--- src/rtl/pwm_pkg.sv ---
// Shared PWM constants, width helper and duty type.
// The FND decoder and the motor top use these as well.
package pwm_pkg;

  localparam int unsigned PWM_DEFAULT_PERIOD   = 100;
  localparam int unsigned PWM_DEFAULT_PRESCALE = 10;

  // Number of bits needed to encode the values 0 .. v-1.
  function automatic int unsigned clog2(input int unsigned v);
    int unsigned r;
    r = 0;
    for (int unsigned i = 0; i < 32; i++) begin
      if ((64'(1) << i) < 64'(v)) r = i + 1;
    end
    return r;
  endfunction

  localparam int unsigned PWM_DEFAULT_DW = clog2(PWM_DEFAULT_PERIOD + 1);

  typedef logic [PWM_DEFAULT_DW-1:0] duty_t;

endpackage

--- src/rtl/pwm_duty_setpoint.sv ---
// One channel's button edge detection, saturating setpoint and applied-duty register.
// The applied duty moves only on the period wrap so that no pulse is cut short.
module pwm_duty_setpoint
  import pwm_pkg::*;
#(
  parameter int unsigned DW        = 7,
  parameter int unsigned DUTY_MIN  = 10,
  parameter int unsigned DUTY_MAX  = 90,
  parameter int unsigned DUTY_INIT = 50,
  parameter int unsigned DUTY_STEP = 10,
  parameter int unsigned RAMP_STEP = 0
) (
  input  logic          clk,
  input  logic          reset,
  input  logic          inc,
  input  logic          dec,
  input  logic          wrap,
  input  logic          enable,
  output logic [DW-1:0] target,
  output logic [DW-1:0] applied
);

  localparam int unsigned DEC_FLOOR = DUTY_MIN + DUTY_STEP;

  logic          prev_inc;
  logic          prev_dec;
  logic          inc_edge;
  logic          dec_edge;
  logic [DW:0]   up_sum;
  logic [DW-1:0] gap;
  logic [DW-1:0] target_next;
  logic [DW-1:0] applied_next;

  // Saturating setpoint step; simultaneous edges cancel.
  always_comb begin
    inc_edge    = inc & ~prev_inc;
    dec_edge    = dec & ~prev_dec;
    up_sum      = {1'b0, target} + (DW+1)'(DUTY_STEP);
    target_next = target;
    if (inc_edge && !dec_edge) begin
      target_next = (up_sum > (DW+1)'(DUTY_MAX)) ? DW'(DUTY_MAX) : up_sum[DW-1:0];
    end else if (dec_edge && !inc_edge) begin
      target_next = ({1'b0, target} >= (DW+1)'(DEC_FLOOR)) ? target - DW'(DUTY_STEP)
                                                            : DW'(DUTY_MIN);
    end
  end

  // Slew toward the setpoint, or fall to zero while disabled.
  always_comb begin
    gap          = (target > applied) ? target - applied : applied - target;
    applied_next = applied;
    if (!enable) begin
      applied_next = '0;
    end else if (RAMP_STEP == 0) begin
      applied_next = target;
    end else if (target > applied) begin
      applied_next = applied + ((gap > DW'(RAMP_STEP)) ? DW'(RAMP_STEP) : gap);
    end else begin
      applied_next = applied - ((gap > DW'(RAMP_STEP)) ? DW'(RAMP_STEP) : gap);
    end
  end

  always_ff @(posedge clk or posedge reset) begin
    if (reset) begin
      prev_inc <= 1'b0;
      prev_dec <= 1'b0;
      target   <= DW'(DUTY_INIT);
      applied  <= '0;
    end else begin
      prev_inc <= inc;
      prev_dec <= dec;
      target   <= target_next;
      if (wrap) applied <= applied_next;
    end
  end

endmodule

--- src/rtl/pwm_multi_duty_ctrl.sv ---
// N-channel PWM generator: shared prescaler and period counter, per-channel setpoints,
// registered compare outputs.
module pwm_multi_duty_ctrl
  import pwm_pkg::*;
#(
  parameter int unsigned NUM_CH    = 2,
  parameter int unsigned PERIOD    = PWM_DEFAULT_PERIOD,
  parameter int unsigned PRESCALE  = PWM_DEFAULT_PRESCALE,
  parameter int unsigned DUTY_MIN  = 10,
  parameter int unsigned DUTY_MAX  = 90,
  parameter int unsigned DUTY_INIT = 50,
  parameter int unsigned DUTY_STEP = 10,
  parameter int unsigned RAMP_STEP = 0,
  localparam int unsigned DW       = clog2(PERIOD + 1)
) (
  input  logic                 clk,
  input  logic                 reset,
  input  logic                 enable,
  input  logic [NUM_CH-1:0]    duty_inc,
  input  logic [NUM_CH-1:0]    duty_dec,
  output logic [NUM_CH*DW-1:0] duty_target,
  output logic [NUM_CH*DW-1:0] duty_applied,
  output logic                 period_start,
  output logic [NUM_CH-1:0]    pwm_out
);

  localparam int unsigned PW = (PRESCALE > 1) ? clog2(PRESCALE) : 1;

  logic [PW-1:0] presc;
  logic [DW-1:0] cnt;
  logic          tick;
  logic          wrap;
  logic [DW-1:0] applied_ch [NUM_CH];

  always_comb begin
    tick = (presc == PW'(PRESCALE - 1));
    wrap = tick && (cnt == DW'(PERIOD - 1));
  end

  // Prescaler and period counter keep running regardless of enable.
  always_ff @(posedge clk or posedge reset) begin
    if (reset) begin
      presc        <= '0;
      cnt          <= '0;
      period_start <= 1'b0;
    end else begin
      presc        <= tick ? '0 : presc + PW'(1);
      period_start <= wrap;
      if (wrap)      cnt <= '0;
      else if (tick) cnt <= cnt + DW'(1);
    end
  end

  for (genvar i = 0; i < int'(NUM_CH); i++) begin : g_ch
    pwm_duty_setpoint #(
      .DW        (DW),
      .DUTY_MIN  (DUTY_MIN),
      .DUTY_MAX  (DUTY_MAX),
      .DUTY_INIT (DUTY_INIT),
      .DUTY_STEP (DUTY_STEP),
      .RAMP_STEP (RAMP_STEP)
    ) u_setpoint (
      .clk     (clk),
      .reset   (reset),
      .inc     (duty_inc[i]),
      .dec     (duty_dec[i]),
      .wrap    (wrap),
      .enable  (enable),
      .target  (duty_target[i*DW +: DW]),
      .applied (applied_ch[i])
    );
    assign duty_applied[i*DW +: DW] = applied_ch[i];
  end

  always_ff @(posedge clk or posedge reset) begin
    if (reset) begin
      pwm_out <= '0;
    end else begin
      for (int i = 0; i < int'(NUM_CH); i++) begin
        pwm_out[i] <= enable & (cnt < applied_ch[i]);
      end
    end
  end

endmodule

--- config.mk ---
export PLATFORM = sky130hd
export DESIGN_NAME = pwm_multi_duty_ctrl
export DESIGN_NICKNAME = d
export VERILOG_FILES = /design/src/rtl/pwm_pkg.sv /design/src/rtl/pwm_duty_setpoint.sv /design/src/rtl/pwm_multi_duty_ctrl.sv
export SDC_FILE = /design/constraint.sdc
export NUM_CORES = 1
export LEC_CHECK = 0
export ABC_AREA = 0
export CELL_PAD_IN_SITES_DETAIL_PLACEMENT = 1
export CELL_PAD_IN_SITES_GLOBAL_PLACEMENT = 1
export CORE_AREA = 2 2 95 97
export DETAILED_ROUTE_END_ITERATION = 12
export DIE_AREA = 0 0 97 99
export GPL_TIMING_DRIVEN = 0
export PLACE_DENSITY = 0.71
export SLEW_MARGIN = 20
export SYNTH_ARGS = -nofsm -noshare
export SYNTH_HDL_FRONTEND = slang
export SYNTH_SLANG_ARGS = --single-unit
--- constraint.sdc ---
create_clock -name clk -period 3 [get_ports clk]
set_input_delay 0.6 -clock clk [delete_from_list [all_inputs] [get_ports clk]]
set_output_delay 0.6 -clock clk [all_outputs]
set_load 0.03 [all_outputs]
Word-level counts from Yosys, hierarchy flattened
Cells that the tools add are included.
{"block": "totals", "ff_bits": 46, "input_bits": 7, "output_inout_bits": 31, "word_cells": 61}
{"block": "classes", "n_addsub": 6, "magnitude_cmp": 6, "eq_ne": 2, "muxes": 13, "n_bitwise": 10, "n_reduce_logical": 12}
{"cell": "two-way mux 7 bit", "count": 12}
{"cell": "adder 7 x 4 -> 8 bit, second input constant", "count": 2}
{"cell": "greater-than comparator 8 x 7 -> 1 bit, second input constant", "count": 2}
{"cell": "greater-or-equal comparator 7 x 5 -> 1 bit, second input constant", "count": 2}
{"cell": "< comparator 7 bit", "count": 2}
{"cell": "subtractor 7 x 4 -> 7 bit, second input constant", "count": 2}
{"cell": "adder 7 x 1 -> 7 bit, second input constant", "count": 1}
{"cell": "== test 7 bit, second input constant", "count": 1}
{"cell": "AND 1 bit", "count": 6}
{"cell": "nonzero test 2 bit", "count": 3}
{"cell": "logical AND 1 bit", "count": 5}
{"cell": "adder 4 x 1 -> 4 bit, second input constant", "count": 1}
{"cell": "== test 4 bit, second input constant", "count": 1}
{"cell": "logical NOT 1 bit", "count": 4}
{"cell": "two-way mux 4 bit", "count": 1}
{"cell": "inverter 1 bit", "count": 4}

Depth between registers and ports, before layout
{"block": "logic_depth", "depth_word": 6, "ltp_mapped": 8}

By module
A second synthesis with hierarchy kept.
{"block": "hier_totals", "hier_cells": 314, "hier_area_um2": 2871.5}
{"module": "pwm_duty_setpoint", "instances": 2, "cells_per_inst": 111, "area_each_um2": 960.9, "seq_area_each_um2": 354.1}
{"module": "pwm_multi_duty_ctrl", "instances": 1, "cells_per_inst": 92, "area_each_um2": 949.7, "seq_area_each_um2": 350.3}

Worst setup path before layout
No wires, ideal clock.
{"block": "synth_path", "kind": "flip-flop to flip-flop", "startpoint": "register g_ch[1].u_setpoint.target[1]", "endpoint": "register g_ch[1].u_setpoint.target[2]", "t_arrival_ps": 2167, "setup_slack_ps": 766, "path_stages_with_launch": 9, "n_path_buf": 1, "period_less_slack_ps": 2234, "cell_sequence": "dfstp_2 -> buf_2 -> inv_1 -> ha_1 -> nand2b_1 -> a21oi_1 -> o311a_1 -> a211oi_2 -> a41o_1"}
{"block": "synth_via", "elab_chain_len": 4, "elab_cells_between_ends": 8, "cone_classes": "add/sub (2); order compare (2); mux (4)"}
{"item": "from (decl)", "line": "pwm_duty_setpoint.sv:19", "source": "output logic [DW-1:0] target,"}
{"item": "from (signal assigned)", "line": "pwm_duty_setpoint.sv:67", "source": "target <= DW'(DUTY_INIT);"}
{"item": "from (signal assigned)", "line": "pwm_duty_setpoint.sv:72", "source": "target <= target_next;"}
{"item": "adder 7 x 4 -> 8 bit (tied with other cells)", "line": "pwm_duty_setpoint.sv:38", "source": "up_sum = {1'b0, target} + (DW+1)'(DUTY_STEP);"}
{"item": "greater-than comparator 8 x 7 -> 1 bit / two-way mux 7 bit (equally long branches)", "line": "pwm_duty_setpoint.sv:41, pwm_duty_setpoint.sv:43"}
{"item": "two-way mux 7 bit (on tied branches)", "line": "pwm_duty_setpoint.sv:41, pwm_duty_setpoint.sv:42"}
{"item": "two-way mux 7 bit (*)", "line": "pwm_duty_setpoint.sv:40", "source": "if (inc_edge && !dec_edge) begin"}
Every way passes the cells marked *; elsewhere a longest branch is shown, timed or not. The select of a mux whose other input is x is not followed.
A chain may end at the register's enable or synchronous reset.

Worst setup path after layout
Same ends and word-level chain as after synthesis.

==> impl_metrics.tcl <==
set metrics [dict create \
    fmax_mhz 400 \
    final_common_cell "dfrtp_1" \
    ys_async_sr_fraction_pct 100 \
    antenna_found_initial 0 \
    clkTransAtPathRegs_ns 0.09 \
    insertedDiodeCount 0 \
    cp-end-kind "register" \
    num_vias 2546 \
    crit_path_top_delay_cell "dfstp_2" \
    holdBufCountCts 0 \
    critPathKind "reg2reg" \
    outcome "finished clean" \
    p_total_mw 2.60 \
    cts_resized 0 \
    min_period_ns 2.50 \
    path_max_fanout 10 \
    rsz0062_at_grt "no" \
    tightest_slew_ns 0.655 \
    synth_top_area_share_pct 31.6 \
    die_h_um 99 \
    clkLatencyLatePin_ns 0.30 \
    slowest_delay_ns 0.55 \
    post-place-ws_ns 0.512 \
    fin_area_um2 3460 \
    synthDistinctLibCells 62 \
    final.setup_skew_ns 0.0132 \
    dpl.hpwl_um 5800 \
    core_area_um2 8550 \
    detailed_place.area_um2 3350 \
    synth_top_area_cell "dfrtp_1" \
    multiInputGateArea_um2 1580 \
    fin_ws_ns 0.498 \
    postSynthAreaPerCell_um2 8.91 \
    wire_per_inst_um 16.2 \
    tns_ns 0 \
    area_growth_pct 21.5 \
    required_ns 3.23 \
    power_leakage_nw 1.50 \
    cts_tree "done" \
    grt_pass1_wl_um 13400 \
    drc 0 \
    ioPinCount 38 \
    netlist_area_um2 2850 \
    hp-class "reg2reg" \
    power.density_nw_per_um2 752 \
    die_area_um2 9600 \
    rows 34 \
    slew_headroom_pct 56.0 \
    crit_path_start_kind "register" \
    arrival_ns 2.73 \
    grt_pass1_vias 2752 \
    cts.path.max_buffers 2 \
    post_cts_buffers 0 \
    ys.flop_type "dfrtp_1" \
    port_buffers 33 \
    drt_wl_total_um 7680 \
    hold_violations 0 \
    final_cell_mix "dfrtp_1, clkdlybuf4s50_1, o21ai_0" \
    final_util_pct 40.5 \
    clkSinkCount 42 \
    synth-seq-cells 42 \
    grt_use_total_pct 17.0 \
    n_fill_cell 1000 \
    avgViaCountPerCell 5.38 \
    gr-total-overflow 0 \
    drv_cap 0 \
    die_w_um 97 \
    path_cells "buf_2, inv_1, ha_1, nand2b_1, a21oi_1, o311a_1, a211oi_2, a41o_1" \
    drv_slew 0 \
    dr.first_iter.drc_count 81 \
    period_share_pct 83.4 \
    cts_buffers 5 \
    synth_edf_count 0 \
    yosysWarnings 0 \
    cts-root-buf "clkbuf_8" \
    grt_start_max_net_pins 26 \
    synthCells 320 \
    drive_gt1_share_pct 13.2 \
    synth-seq-area-share_pct 37.1 \
    nNetsFinal 390 \
    setup_viol 0 \
    ir_worst_vdd_v 0.000526 \
    dr.pass1.iters 4 \
    synth_area_leaders "dfrtp_1, ha_1, dfstp_2" \
    gp_congestion 0.840 \
    seq_area_um2 1060 \
    htree_levels 2 \
    postRouteAntennaNets 0 \
    start_util_pct 33.3 \
]
## kinds of logic after synthesis
| family | Yosys count | share of synthesized area, % |
|---|---|---|
| flops | 42 | 37.1 |
| xor+xnor | 5 | 1.54 |
| other cells | 1 | 0.132 |
| fa+ha+maj | 19 | 8.34 |
| buf+inv | 48 | 7.77 |
| simple gates | 106 | 21.3 |
| mux | 7 | 2.59 |
| compound gates | 92 | 21.2 |
## sequential cells by signal (all words and copies together), names as in the netlist
register and flops:
cnt 7, g_ch.u_setpoint.applied 12, g_ch.u_setpoint.prev_dec 2, g_ch.u_setpoint.prev_inc 2, g_ch.u_setpoint.target 12, period_start 1
presc 4, pwm_out 2
## synthesized netlist by cell type, drive strengths merged (3+ instances only)
cell / number
dfrtp: 36
o21ai: 35
inv: 24
nand2: 23
nor2: 23
ha: 19
a21oi: 17
buf: 15
nand3: 14
nand2b: 10
clkbuf: 9
nor3: 7
o21a: 7
dfstp: 6
nor3b: 5
mux2i: 4
o211ai: 4
mux2: 3
nor2b: 3
nor4: 3
o21bai: 3
xnor2: 3
## through the flow
stage,hold slack (ns),instances
after floorplan,0.479,323
final,0.557,473
after global placement,0.498,464
after global routing,0.574,473
after CTS,0.539,473
after detailed placement,0.523,465
## worst paths after layout
path	start	end	slack, ns	depth (start not counted)
worst max-delay path	g_ch[1].u_setpoint.target[1]$_DFFE_PP1P_	g_ch[1].u_setpoint.target[2]$_DFFE_PP0P_	0.50	8
worst min-delay path	presc[2]$_DFF_PP0_	presc[2]$_DFF_PP0_	0.56	1
worst max register to register	g_ch[1].u_setpoint.target[1]$_DFFE_PP1P_	g_ch[1].u_setpoint.target[2]$_DFFE_PP0P_	0.50	8
worst min register to register	presc[2]$_DFF_PP0_	presc[2]$_DFF_PP0_	0.56	1
max in group asynchronous	reset	g_ch[0].u_setpoint.target[1]$_DFFE_PP1P_	1.82	3
min in group asynchronous	reset	g_ch[1].u_setpoint.applied[6]$_DFFE_PP0P_	0.61	2
## where the power goes
part | switching, mW | internal [mW]
Combinational | 0.845 | 0.535
Clock | 0.201 | 0.272
Sequential | 0.0834 | 0.668
Total | 1.13 | 1.47
## per-layer routing
metal	vias up	track usage, %	share of wire, %	wire length (um)
met5	-	0	0	0
met4	0	5.31	1.5	115
met3	6	2.27	1.9	144
met2	37	30.8	51	3950
met1	1282	21.0	45	3470
li1	1221	-	-	-
## cell type report
class,count,share of cell area [%]
Clock buffer,7,2.49
Clock inverter,1,0.867
Buffer,24,3.79
Tap cell,108,3.90
Multi-Input combinational cell,233,45.7
Timing Repair Buffer,34,10.1
Sequential cell,42,30.6
Inverter,24,2.60
## worst max-delay path, delay by kind of cell (launching register included)
family | cells | cell delay (ns)
AOI/OAI and AO/OA | 4 | 1.03
adders and majority gates | 1 | 0.40
buffers and inverters | 2 | 0.36
DFF | 1 | 0.55
and+or+nand+nor | 1 | 0.10
Power figures use the tool's default switching activity.
